`src/rtl/bypass_scoreboard_if.sv`:
```
// Decode-stage operand bus between pipeline bookkeeping, register file and bypass_scoreboard.
// master drives stage/writeback/read/issue information; slave returns operands and stall.
interface bypass_scoreboard_if #(
    parameter int XLEN      = 64,
    parameter int REG_IDX_W = 5,
    parameter int NSTG      = 4,
    parameter int NRD       = 4
);
    logic                        flush;
    logic [NSTG-1:0]             stg_valid;
    logic [NSTG-1:0]             stg_wen;
    logic [NSTG*REG_IDX_W-1:0]   stg_rd;
    logic [NSTG-1:0]             stg_ready;
    logic [NSTG*XLEN-1:0]        stg_data;
    logic                        wb_valid;
    logic [REG_IDX_W-1:0]        wb_rd;
    logic [XLEN-1:0]             wb_data;
    logic [NRD*REG_IDX_W-1:0]    rd_idx;
    logic [NRD-1:0]              rd_use;
    logic [NRD*XLEN-1:0]         rf_data;
    logic                        issue_valid;
    logic                        issue_long;
    logic [REG_IDX_W-1:0]        issue_rd;
    logic [NRD*XLEN-1:0]         byp_data;
    logic [NRD-1:0]              hazard;
    logic                        stall;
    logic [(2**REG_IDX_W)-1:0]   pending;
    logic [31:0]                 stall_cnt;
    logic                        stall_timeout;

    modport master (
        output flush, stg_valid, stg_wen, stg_rd, stg_ready, stg_data,
        output wb_valid, wb_rd, wb_data, rd_idx, rd_use, rf_data,
        output issue_valid, issue_long, issue_rd,
        input  byp_data, hazard, stall, pending, stall_cnt, stall_timeout
    );

    modport slave (
        input  flush, stg_valid, stg_wen, stg_rd, stg_ready, stg_data,
        input  wb_valid, wb_rd, wb_data, rd_idx, rd_use, rf_data,
        input  issue_valid, issue_long, issue_rd,
        output byp_data, hazard, stall, pending, stall_cnt, stall_timeout
    );
endinterface

```
`src/rtl/bypass_scoreboard.sv`:
```
// Decode operand bypass across NSTG in-flight stages plus long-op scoreboard,
// WAW issue blocking, saturating stall counter and sticky stall watchdog.
module bypass_scoreboard #(
    parameter int XLEN      = 64,
    parameter int REG_IDX_W = 5,
    parameter int NSTG      = 4,
    parameter int NRD       = 4,
    parameter int STALL_MAX = 1024
) (
    input  logic              clk,
    input  logic              rst_n,
    bypass_scoreboard_if.slave bus
);
    localparam int NREG  = 2**REG_IDX_W;
    localparam int RUN_W = $clog2(STALL_MAX + 1);

    logic [NREG-1:0]      pending_q;
    logic [NREG-1:0]      pending_d;
    logic [31:0]          stall_cnt_q;
    logic [RUN_W-1:0]     run_q;
    logic                 timeout_q;

    logic [NRD*XLEN-1:0]  byp_data;
    logic [NRD-1:0]       hazard;
    logic                 waw;
    logic                 stall;

    logic [REG_IDX_W-1:0] src;
    logic                 hit;
    logic                 hit_ready;
    logic [XLEN-1:0]      hit_data;

    always_comb begin
        byp_data  = '0;
        hazard    = '0;
        src       = '0;
        hit       = 1'b0;
        hit_ready = 1'b0;
        hit_data  = '0;
        for (int p = 0; p < NRD; p++) begin
            src       = bus.rd_idx[p*REG_IDX_W +: REG_IDX_W];
            hit       = 1'b0;
            hit_ready = 1'b0;
            hit_data  = '0;
            // Scan oldest to youngest so the youngest match is the one left standing.
            for (int i = NSTG - 1; i >= 0; i--) begin
                if (bus.stg_valid[i] && bus.stg_wen[i] &&
                    bus.stg_rd[i*REG_IDX_W +: REG_IDX_W] == src) begin
                    hit       = 1'b1;
                    hit_ready = bus.stg_ready[i];
                    hit_data  = bus.stg_data[i*XLEN +: XLEN];
                end
            end
            if (src == '0) begin
                byp_data[p*XLEN +: XLEN] = '0;
            end else if (hit) begin
                byp_data[p*XLEN +: XLEN] = hit_data;
                hazard[p]                = bus.rd_use[p] & ~hit_ready;
            end else if (bus.wb_valid && bus.wb_rd == src) begin
                byp_data[p*XLEN +: XLEN] = bus.wb_data;
            end else begin
                byp_data[p*XLEN +: XLEN] = bus.rf_data[p*XLEN +: XLEN];
                hazard[p]                = bus.rd_use[p] & pending_q[src];
            end
        end
    end

    always_comb begin
        waw   = bus.issue_valid & bus.issue_long & (bus.issue_rd != '0) & pending_q[bus.issue_rd];
        stall = (|hazard) | waw;
    end

    // Set is applied after clear so a same-cycle issue to the writeback register keeps it pending.
    always_comb begin
        pending_d = pending_q;
        if (bus.wb_valid)
            pending_d[bus.wb_rd] = 1'b0;
        if (bus.issue_valid && bus.issue_long)
            pending_d[bus.issue_rd] = 1'b1;
        pending_d[0] = 1'b0;
        if (bus.flush)
            pending_d = '0;
    end

    always_ff @(posedge clk or negedge rst_n) begin
        if (!rst_n) begin
            pending_q   <= '0;
            stall_cnt_q <= '0;
            run_q       <= '0;
            timeout_q   <= 1'b0;
        end else begin
            pending_q <= pending_d;
            if (stall && stall_cnt_q != 32'hFFFF_FFFF)
                stall_cnt_q <= stall_cnt_q + 32'd1;
            if (!stall)
                run_q <= '0;
            else if (run_q != RUN_W'(STALL_MAX))
                run_q <= run_q + RUN_W'(1);
            // Flag on the edge that brings the run count to STALL_MAX.
            if (stall && run_q == RUN_W'(STALL_MAX - 1))
                timeout_q <= 1'b1;
        end
    end

    assign bus.byp_data      = byp_data;
    assign bus.hazard        = hazard;
    assign bus.stall         = stall;
    assign bus.pending       = pending_q;
    assign bus.stall_cnt     = stall_cnt_q;
    assign bus.stall_timeout = timeout_q;
endmodule

```
`src/flat_wrapper.sv`:
```
// flat-port wrapper written by rule: the top's interface ports become plain ports
module bypass_scoreboard_flat 
#(
    parameter int XLEN      = 64,
    parameter int REG_IDX_W = 5,
    parameter int NSTG      = 4,
    parameter int NRD       = 4,
    parameter int STALL_MAX = 1024
)
  (clk, rst_n, bus_flush, bus_stg_valid, bus_stg_wen, bus_stg_rd, bus_stg_ready, bus_stg_data, bus_wb_valid, bus_wb_rd, bus_wb_data, bus_rd_idx, bus_rd_use, bus_rf_data, bus_issue_valid, bus_issue_long, bus_issue_rd, bus_byp_data, bus_hazard, bus_stall, bus_pending, bus_stall_cnt, bus_stall_timeout);
  bypass_scoreboard_if #(.XLEN(XLEN), .REG_IDX_W(REG_IDX_W), .NSTG(NSTG), .NRD(NRD)) bus_i ();
  input  logic clk;
  input  logic rst_n;
  input wire logic [$bits(bus_i.flush)-1:0] bus_flush;
  input wire logic [$bits(bus_i.stg_valid)-1:0] bus_stg_valid;
  input wire logic [$bits(bus_i.stg_wen)-1:0] bus_stg_wen;
  input wire logic [$bits(bus_i.stg_rd)-1:0] bus_stg_rd;
  input wire logic [$bits(bus_i.stg_ready)-1:0] bus_stg_ready;
  input wire logic [$bits(bus_i.stg_data)-1:0] bus_stg_data;
  input wire logic [$bits(bus_i.wb_valid)-1:0] bus_wb_valid;
  input wire logic [$bits(bus_i.wb_rd)-1:0] bus_wb_rd;
  input wire logic [$bits(bus_i.wb_data)-1:0] bus_wb_data;
  input wire logic [$bits(bus_i.rd_idx)-1:0] bus_rd_idx;
  input wire logic [$bits(bus_i.rd_use)-1:0] bus_rd_use;
  input wire logic [$bits(bus_i.rf_data)-1:0] bus_rf_data;
  input wire logic [$bits(bus_i.issue_valid)-1:0] bus_issue_valid;
  input wire logic [$bits(bus_i.issue_long)-1:0] bus_issue_long;
  input wire logic [$bits(bus_i.issue_rd)-1:0] bus_issue_rd;
  output wire logic [$bits(bus_i.byp_data)-1:0] bus_byp_data;
  output wire logic [$bits(bus_i.hazard)-1:0] bus_hazard;
  output wire logic [$bits(bus_i.stall)-1:0] bus_stall;
  output wire logic [$bits(bus_i.pending)-1:0] bus_pending;
  output wire logic [$bits(bus_i.stall_cnt)-1:0] bus_stall_cnt;
  output wire logic [$bits(bus_i.stall_timeout)-1:0] bus_stall_timeout;
  assign bus_i.flush = bus_flush;
  assign bus_i.stg_valid = bus_stg_valid;
  assign bus_i.stg_wen = bus_stg_wen;
  assign bus_i.stg_rd = bus_stg_rd;
  assign bus_i.stg_ready = bus_stg_ready;
  assign bus_i.stg_data = bus_stg_data;
  assign bus_i.wb_valid = bus_wb_valid;
  assign bus_i.wb_rd = bus_wb_rd;
  assign bus_i.wb_data = bus_wb_data;
  assign bus_i.rd_idx = bus_rd_idx;
  assign bus_i.rd_use = bus_rd_use;
  assign bus_i.rf_data = bus_rf_data;
  assign bus_i.issue_valid = bus_issue_valid;
  assign bus_i.issue_long = bus_issue_long;
  assign bus_i.issue_rd = bus_issue_rd;
  assign bus_byp_data = bus_i.byp_data;
  assign bus_hazard = bus_i.hazard;
  assign bus_stall = bus_i.stall;
  assign bus_pending = bus_i.pending;
  assign bus_stall_cnt = bus_i.stall_cnt;
  assign bus_stall_timeout = bus_i.stall_timeout;
  bypass_scoreboard #(.XLEN(XLEN), .REG_IDX_W(REG_IDX_W), .NSTG(NSTG), .NRD(NRD), .STALL_MAX(STALL_MAX)) u_core (.clk(clk), .rst_n(rst_n), .bus(bus_i));
endmodule
```
`config.mk`:
```
export PLATFORM = sky130hd
export DESIGN_NAME = bypass_scoreboard_flat
export DESIGN_NICKNAME = d
export VERILOG_FILES = /design/src/rtl/bypass_scoreboard_if.sv /design/src/rtl/bypass_scoreboard.sv /design/src/flat_wrapper.sv
export SDC_FILE = /design/constraint.sdc
export NUM_CORES = 1
export LEC_CHECK = 0
export CAP_MARGIN = 25
export CORE_AREA = 2 2 377 379
export CTS_CLUSTER_DIAMETER = 50
export CTS_CLUSTER_SIZE = 8
export DETAILED_ROUTE_END_ITERATION = 10
export DIE_AREA = 0 0 379 381
export PLACE_DENSITY = 0.44
export SYNTH_ARGS = -nofsm -noshare
export SYNTH_HDL_FRONTEND = slang
export SYNTH_SLANG_ARGS = --single-unit
```
`constraint.sdc`:
```
create_clock -name clk -period 4.7 [get_ports clk]
set_input_delay 0.94 -clock clk [delete_from_list [all_inputs] [get_ports clk]]
set_output_delay 0.94 -clock clk [all_outputs]
set_load 0.01 [all_outputs]
```
==> results of run 1 <==
-- state kept, by name, summed over array words and instances (netlist names) --
signal / flops
u_core.bus.stall_timeout: 1
u_core.bus.stall_cnt: 32
u_core.run_q: 11
u_core.bus.pending: 31
-- area by class of cell --
| class | instances | area share [%] |
|---|---|---|
| flip-flops and latches | 75 | 5.011 |
| multi-input cells | 2723 | 46.80 |
| repair buffers | 1560 | 40.67 |
| clock buffers | 10 | 0.6380 |
| inverters | 11 | 0.1102 |
| diodes | 46 | 0.3073 |
| well taps | 1890 | 6.313 |
| clock inverters | 6 | 0.1470 |
-- power by group --
part,switching (mW),leakage [nW],internal [mW]
clock,0.263,0.152,0.421
combinational,1.62,13.2,1.56
sequential,0.119,0.973,0.729
total,2.00,14.4,2.71
-- final timing paths --
kind | from | endpoint | slack (ns)
max | bus_wb_rd[2] | bus_stall | -0.006
min | rst_n | u_core.bus.stall_cnt[1] | 0.48
max reg2reg | u_core.bus.pending[18] | u_core.bus.stall_cnt[28] | 1.27
min reg2reg | u_core.bus.stall_timeout | u_core.bus.stall_timeout | 0.48
max in group asynchronous | rst_n | u_core.bus.stall_cnt[21] | 3.65
min in group clk | u_core.bus.stall_timeout | u_core.bus.stall_timeout | 0.48
-- metrics by stage --
step / util [%] / hold WS (ns) / setup WS [ns] / instances / cell area, um^2
2_1_floorplan: - / 0.4715 / 0.3057 / 3139 / 19440
3_3_place_gp: 24.67 / 0.4680 / -0.8150 / 6154 / 34670
3_5_place_dp: 24.68 / 0.4655 / -0.8004 / 6156 / 34690
4_1_cts: 26.19 / 0.4825 / -0.1903 / 6248 / 36810
5_1_grt: 26.64 / 0.4740 / -0.1113 / 6314 / 37440
6_report: 26.65 / 0.4761 / -0.005741 / 6321 / 37460
-- synth_stat cells (28+ instances only) --
cell type	n	area, um^2
sky130_fd_sc_hd__mux4_2	28	630.6
sky130_fd_sc_hd__buf_1	37	138.9
sky130_fd_sc_hd__xor2_1	69	604.3
sky130_fd_sc_hd__nor3_1	32	160.2
sky130_fd_sc_hd__clkbuf_1	243	912.1
sky130_fd_sc_hd__mux2i_1	277	2773
sky130_fd_sc_hd__nor2_1	553	2076
sky130_fd_sc_hd__nand3_1	32	160.2
sky130_fd_sc_hd__buf_2	42	210.2
sky130_fd_sc_hd__o21ai_0	230	1151
sky130_fd_sc_hd__a21oi_1	486	2432
sky130_fd_sc_hd__a211oi_1	385	2890
sky130_fd_sc_hd__xnor2_1	68	595.6
sky130_fd_sc_hd__dfrtp_1	75	1877
sky130_fd_sc_hd__nand2_1	395	1483
-- logic make-up (layout without fill, tap and decap cells) --
kind of cell             count (synthesis)  in the layout  synth area share [%]
other                                    1             47               0.01929
adder cells (fa/ha/maj)                  3              3                0.1931
AO/OA/AOI/OAI                         1130           1130                 34.54
XOR/XNOR                               137            137                 6.171
flip-flops                              75             75                 9.653
multiplexers                           311            311                 17.85
AND/OR/NAND/NOR                       1141           1141                 24.58
buffers and inverters                  341           1587                 6.995
-- per-layer routing --
layer  vias up  GRT usage (%)  part of all wire [%]
met1     15060          30.53                    41
met4        18          10.79                   4.5
met3       340          3.670                   6.8
met2      1661          40.87                    47
met5         -              0                 0.057
li1      13880              -                     -
-- repair_timing --
item	CTS	global route
resized for setup	780	250
endpoints found under the setup margin	261	188
cloned	17	2
pin swaps	123	66
buffers inserted	60	29
==> flow_metrics.py, run 1 <==
metrics = {
    "status": {
        "outcome": "finished with violations",
        "violations": "negative setup slack",
    },
    "critical_path": {
        "worst-path-max-fanout": 10,
        "worst_ep_arrival_time_ns": 3.77,
        "worst_setup_path_start_kind": "input pin",
        "path_buf_inv": 9,
        "ff2ff_path_depth": 11,
        "critical_path_depth": 16,
        "timing.critical_path.max_delay_family": "buffers and inverters",
        "cp_most_frequent_cell": "sky130_fd_sc_hd__buf_4",
        "critical_path.max_stage_delay_ns": 0.51,
        "worst_ep_required_time_ns": 3.76,
        "crit_chain": "dlygate4sd2_1 > buf_6 > xor2_1 > nor4_1 > and3_4 > buf_4 > buf_12 > buf_16 > or4b_1 > or4_1 > o22ai_2 > buf_4 > nor4_4 > buf_4 > inv_1 > buf_4",
        "worst-setup-path-type": "in -> out",
        "critical_path.endpoint_type": "output port",
        "cpMaxStageDelayCell": "sky130_fd_sc_hd__or4b_1",
    },
    "timing": {
        "worst_setup_skew_after_layout_ns": 0.008707,
        "rsz0062_at_grt": "true",
        "final-setup-viol-count": 1,
        "worst-slew-pin-transition_ns": 1.086,
        "setup-tns-final_ns": -0.005741,
        "maxSlewHeadroom_pct": 27.07,
        "period_needed_ns": 4.706,
        "max_freq_mhz": 212.5,
        "timing_max_transition_violations_final": 0,
        "timing.final.ws_setup_ns": -0.005741,
        "final_hold_viol_count": 0,
        "min_period_over_period_pct": 100.1,
    },
    "layout": {
        "area_of_combinational_cells_with_multiple_inputs_mm2": 0.01753,
        "ratio_of_cells_with_drive_above_1_in_the_final_layout_pct": 23.85,
        "syn_to_final_growth_pct": 92.64,
        "ff_latch_area_mm2": 0.001877,
        "finalNetCount": 5031,
        "mostFrequentLayoutCell": "sky130_fd_sc_hd__clkdlybuf4s50_1",
        "total_of_fill_cells_in_the_finished_design": 15700,
        "most-common-layout-cells": "sky130_fd_sc_hd__clkdlybuf4s50_1, sky130_fd_sc_hd__nor2_1, sky130_fd_sc_hd__buf_4",
    },
    "clock_tree": {
        "cts-buffers-inserted": 9,
        "clock_tree_from_tritoncts": "yes",
        "clock_latency_ns": 0.33,
        "root_buffer": "sky130_fd_sc_hd__clkbuf_16",
        "htree_num_levels": 3,
        "cts_hold_buffers": 0,
        "ctsLongestPathBuffers": 2,
        "clkSinkCount": 75,
        "cts.reportedPaths.clkPinSlew_ns": 0.06,
    },
    "drt": {
        "detail_route.vias_per_cell": 4.898,
        "drc_errors": 0,
        "detailroute.via_count": 30960,
        "drt_iter0_drc": 2799,
        "ant_nets": 0,
        "avgRoutedWirePerCell_um": 29.62,
        "detailedRoute.firstPassIterationCount": 6,
        "postRouteWirelength_mm": 187.2,
    },
    "global_routing": {
        "grt_overflow_total": 0,
        "grt_usage_pct": 24.34,
        "antenna_found_initial": 72,
        "grt_pass1_wl_mm": 248.8,
        "grt_pass1_vias": 30380,
        "grt_max_degree": 76,
    },
    "synthesis": {
        "postSynthRegisterBits": 75,
        "syn_area_mm2": 0.01944,
        "synth_enable_flop_cells": 0,
        "async_reset_ff_share_pct": 100.0,
        "synth-main-ff-cell": "sky130_fd_sc_hd__dfrtp_1",
        "synthesized_instance_count": 3139,
        "yosys_warnings": 0,
        "postSynthNetCount": 3790,
        "syn_area_per_cell_um2": 6.194,
        "seq_area_frac_synth_pct": 9.653,
        "library_cells_used_by_synthesis": 60,
    },
    "placement": {
        "sum_of_net_half_perimeters_after_detailed_placement_mm": 145.1,
        "port-buffer-count": 972,
        "routabilityCongestion": 0.9943,
    },
    "floorplan": {
        "number_of_i_o_pins": 974,
        "die-area_mm2": 0.1444,
        "placement_rows": 138,
        "die_width_um": 379,
        "die_y_um": 381,
        "floorplan.initialDensity_pct": 13.83,
        "fp.coreArea_mm2": 0.1406,
    },
    "power_and_ir_drop": {
        "power_mw": 4.718,
        "leakagePower_nw": 14.37,
        "ir_drop_mv": 0.1990,
        "power_density_mw_per_mm2": 126.0,
    },
    "min_path": {
        "hold_path_class": "in -> async",
    },
    "job": {
        "maxCapViolations": 0,
    },
}
No activity file was read; power rests on OpenSTA's default activity.
==> run 2: changes to the inputs <==
Settings changed: CORE_AREA 2 2 377 379 to 3 3 378 380, DIE_AREA 0 0 379 381 to 0 0 381 383.
==> run 2 against run 1 <==
The flow still finishes with violations (negative setup slack). Highest routed layer unchanged. Design area is 1.1% higher. Critical endpoint is now bus_byp_data[95]. Utilization is 0.48 points higher. First-iteration DRC count is 6.9% lower.
==> flow_metrics.py, run 2 (synthesis gave the netlist of run 1 again) <==
metrics = {
    "status": {
        "outcome": "finished with violations",
        "violations": "negative setup slack",
    },
    "timing": {
        "setup-tns-final_ns": -0.02234,
        "maxSlewHeadroom_pct": 25.26,
        "final-setup-viol-count": 1,
        "max_freq_mhz": 211.8,
        "worst_setup_skew_after_layout_ns": 0.009196,
        "timing_max_transition_violations_final": 0,
        "period_needed_ns": 4.722,
        "timing.final.ws_setup_ns": -0.02234,
        "final_hold_viol_count": 0,
        "rsz0062_at_grt": "true",
        "worst-slew-pin-transition_ns": 1.113,
        "min_period_over_period_pct": 100.5,
    },
    "drt": {
        "detailedRoute.firstPassIterationCount": 6,
        "avgRoutedWirePerCell_um": 29.53,
        "drt_iter0_drc": 2607,
        "detailroute.via_count": 30630,
        "detail_route.vias_per_cell": 4.874,
        "postRouteWirelength_mm": 185.5,
        "drc_errors": 0,
        "ant_nets": 0,
    },
    "layout": {
        "finalNetCount": 5024,
        "syn_to_final_growth_pct": 94.72,
        "ratio_of_cells_with_drive_above_1_in_the_final_layout_pct": 23.09,
        "mostFrequentLayoutCell": "sky130_fd_sc_hd__clkdlybuf4s50_1",
        "most-common-layout-cells": "sky130_fd_sc_hd__clkdlybuf4s50_1, sky130_fd_sc_hd__nor2_1, sky130_fd_sc_hd__a21oi_1",
        "largest_register_ffs": 32,
    },
    "critical_path": {
        "worst_ep_required_time_ns": 3.76,
        "cpMaxStageDelayCell": "sky130_fd_sc_hd__a211oi_1",
        "worst-path-max-fanout": 6,
        "timing.critical_path.max_delay_family": "buffers and inverters",
        "worst-setup-path-type": "in -> out",
        "ff2ff_path_depth": 11,
        "cp-startpoint": "bus_rd_idx[9]",
        "critical_path.max_stage_delay_ns": 0.27,
        "path_buf_inv": 7,
        "critical_path.endpoint_type": "output port",
        "crit_chain": "buf_4 > xor2_1 > nor4_2 > and3_4 > buf_12 > buf_6 > buf_12 > bufbuf_16 > buf_4 > mux2i_1 > a211oi_1 > a21oi_1 > a211oi_1 > a21oi_1 > nor2_1 > clkdlybuf4s15_2",
        "critical_path_depth": 16,
        "worst_r2r_startpoint": "u_core.bus.pending[19]",
        "worst_setup_path_start_kind": "input pin",
        "worst_ep_arrival_time_ns": 3.78,
    },
    "clock_tree": {
        "clock_latency_ns": 0.34,
        "root_buffer": "sky130_fd_sc_hd__clkbuf_16",
        "cts_hold_buffers": 0,
        "clkSinkCount": 75,
        "cts-buffers-inserted": 9,
        "htree_num_levels": 3,
        "cts.reportedPaths.clkPinSlew_ns": 0.06,
        "clock_tree_from_tritoncts": "yes",
        "ctsLongestPathBuffers": 2,
    },
    "min_path": {
        "min_delay_path_depth": 2,
        "hold_path_class": "reg -> reg",
        "startpoint_of_the_tightest_hold_check_path": "u_core.bus.stall_timeout",
    },
    "power_and_ir_drop": {
        "clk_pwr_share_pct": 13.9,
        "power.internal_mw": 2.706,
        "seq_power_share_pct": 17.8,
        "power.switching_mw": 2.025,
        "ir_drop_mv": 0.3191,
        "sw_frac_of_total_pct": 42.80,
        "power_density_mw_per_mm2": 124.9,
        "leakagePower_nw": 14.60,
        "combinational_power_share_pct": 68.3,
    },
    "job": {
        "maxCapViolations": 0,
    },
    "floorplan": {
        "die_width_um": 381,
        "fp.coreArea_mm2": 0.1395,
        "die_y_um": 383,
        "placement_rows": 137,
        "die-area_mm2": 0.1459,
        "number_of_i_o_pins": 974,
        "floorplan.initialDensity_pct": 13.93,
    },
    "global_routing": {
        "grt_overflow_total": 0,
        "grt_pass1_wl_mm": 248.6,
        "antenna_found_initial": 56,
        "grt_pass1_vias": 29820,
        "grt_usage_pct": 23.90,
        "grt_max_degree": 56,
    },
    "placement": {
        "routabilityCongestion": 0.9911,
        "sum_of_net_half_perimeters_after_detailed_placement_mm": 147.4,
        "pre_cts_ws_ns": -1.068,
        "port-buffer-count": 972,
    },
}
==> run 2: repair_timing <==
item / in CTS / in global routing
endpoints found under the hold margin: 0 / 0
gates cloned: 12 / 0
gates resized for setup: 643 / 286
pin swaps: 78 / 52
endpoints found under the setup margin: 261 / 186
setup buffers: 93 / 18
==> run 2: layer usage <==
layer	track usage (%)	vias up	wire, um
li1	-	13840	-
met2	41.18	1562	88930
met4	6.000	22	5170
met1	30.80	14950	78790
met5	0	-	133
met3	4.067	254	12490
==> run 2: power groups by stage <==
stage	clock, mW	combinational (mW)	sequential [mW]
finish	0.657	3.23	0.841
global route	0.700	3.42	0.856
CTS	0.678	3.19	0.841
detailed placement	0	3.17	0.849
global placement	0	3.18	0.850
floorplan	0	1.05	0.858
==> run 2: final timing paths <==
kind                                            end  slack, ns
max                                bus_byp_data[95]      -0.02
min                        u_core.bus.stall_timeout       0.49
max reg2reg                 u_core.bus.stall_cnt[1]       1.25
min reg2reg                u_core.bus.stall_timeout       0.49
max in group asynchronous     u_core.bus.pending[4]       3.02
min in group asynchronous  u_core.bus.stall_cnt[12]       0.57
==> run 2: worst min-delay path: cells and delay by family (launching register included) <==
family | cells | cell delay (ns)
AO/OA/AOI/OAI | 1 | 0.06
buffers and inverters | 1 | 0.05
flip-flops | 1 | 0.35
==> run 2: metrics by stage <==
step / util [%] / instances / cell area, um^2 / hold WS, ns / power (mW)
after floorplan: - / 3139 / 19440 / 0.4715 / 1.910
after global placement: 25.05 / 6118 / 34950 / 0.4708 / 4.029
after detailed placement: 25.07 / 6120 / 34980 / 0.4657 / 4.019
after CTS: 26.71 / 6238 / 37270 / 0.4942 / 4.713
after global routing: 27.11 / 6272 / 37830 / 0.5181 / 4.976
final: 27.13 / 6283 / 37860 / 0.4946 / 4.730
==> run 2: area by class of cell <==
| cell class | count | area, um^2 |
|---|---|---|
| Sequential cell | 75 | 1877 |
| Antenna cell | 29 | 72.57 |
| Inverter | 11 | 41.29 |
| Timing Repair Buffer | 1553 | 15640 |
| Clock buffer | 11 | 242.7 |
| Clock inverter | 5 | 36.28 |
| Multi-Input combinational cell | 2723 | 17600 |
| Fill cell | 15560 | 101700 |
| Tap cell | 1876 | 2347 |
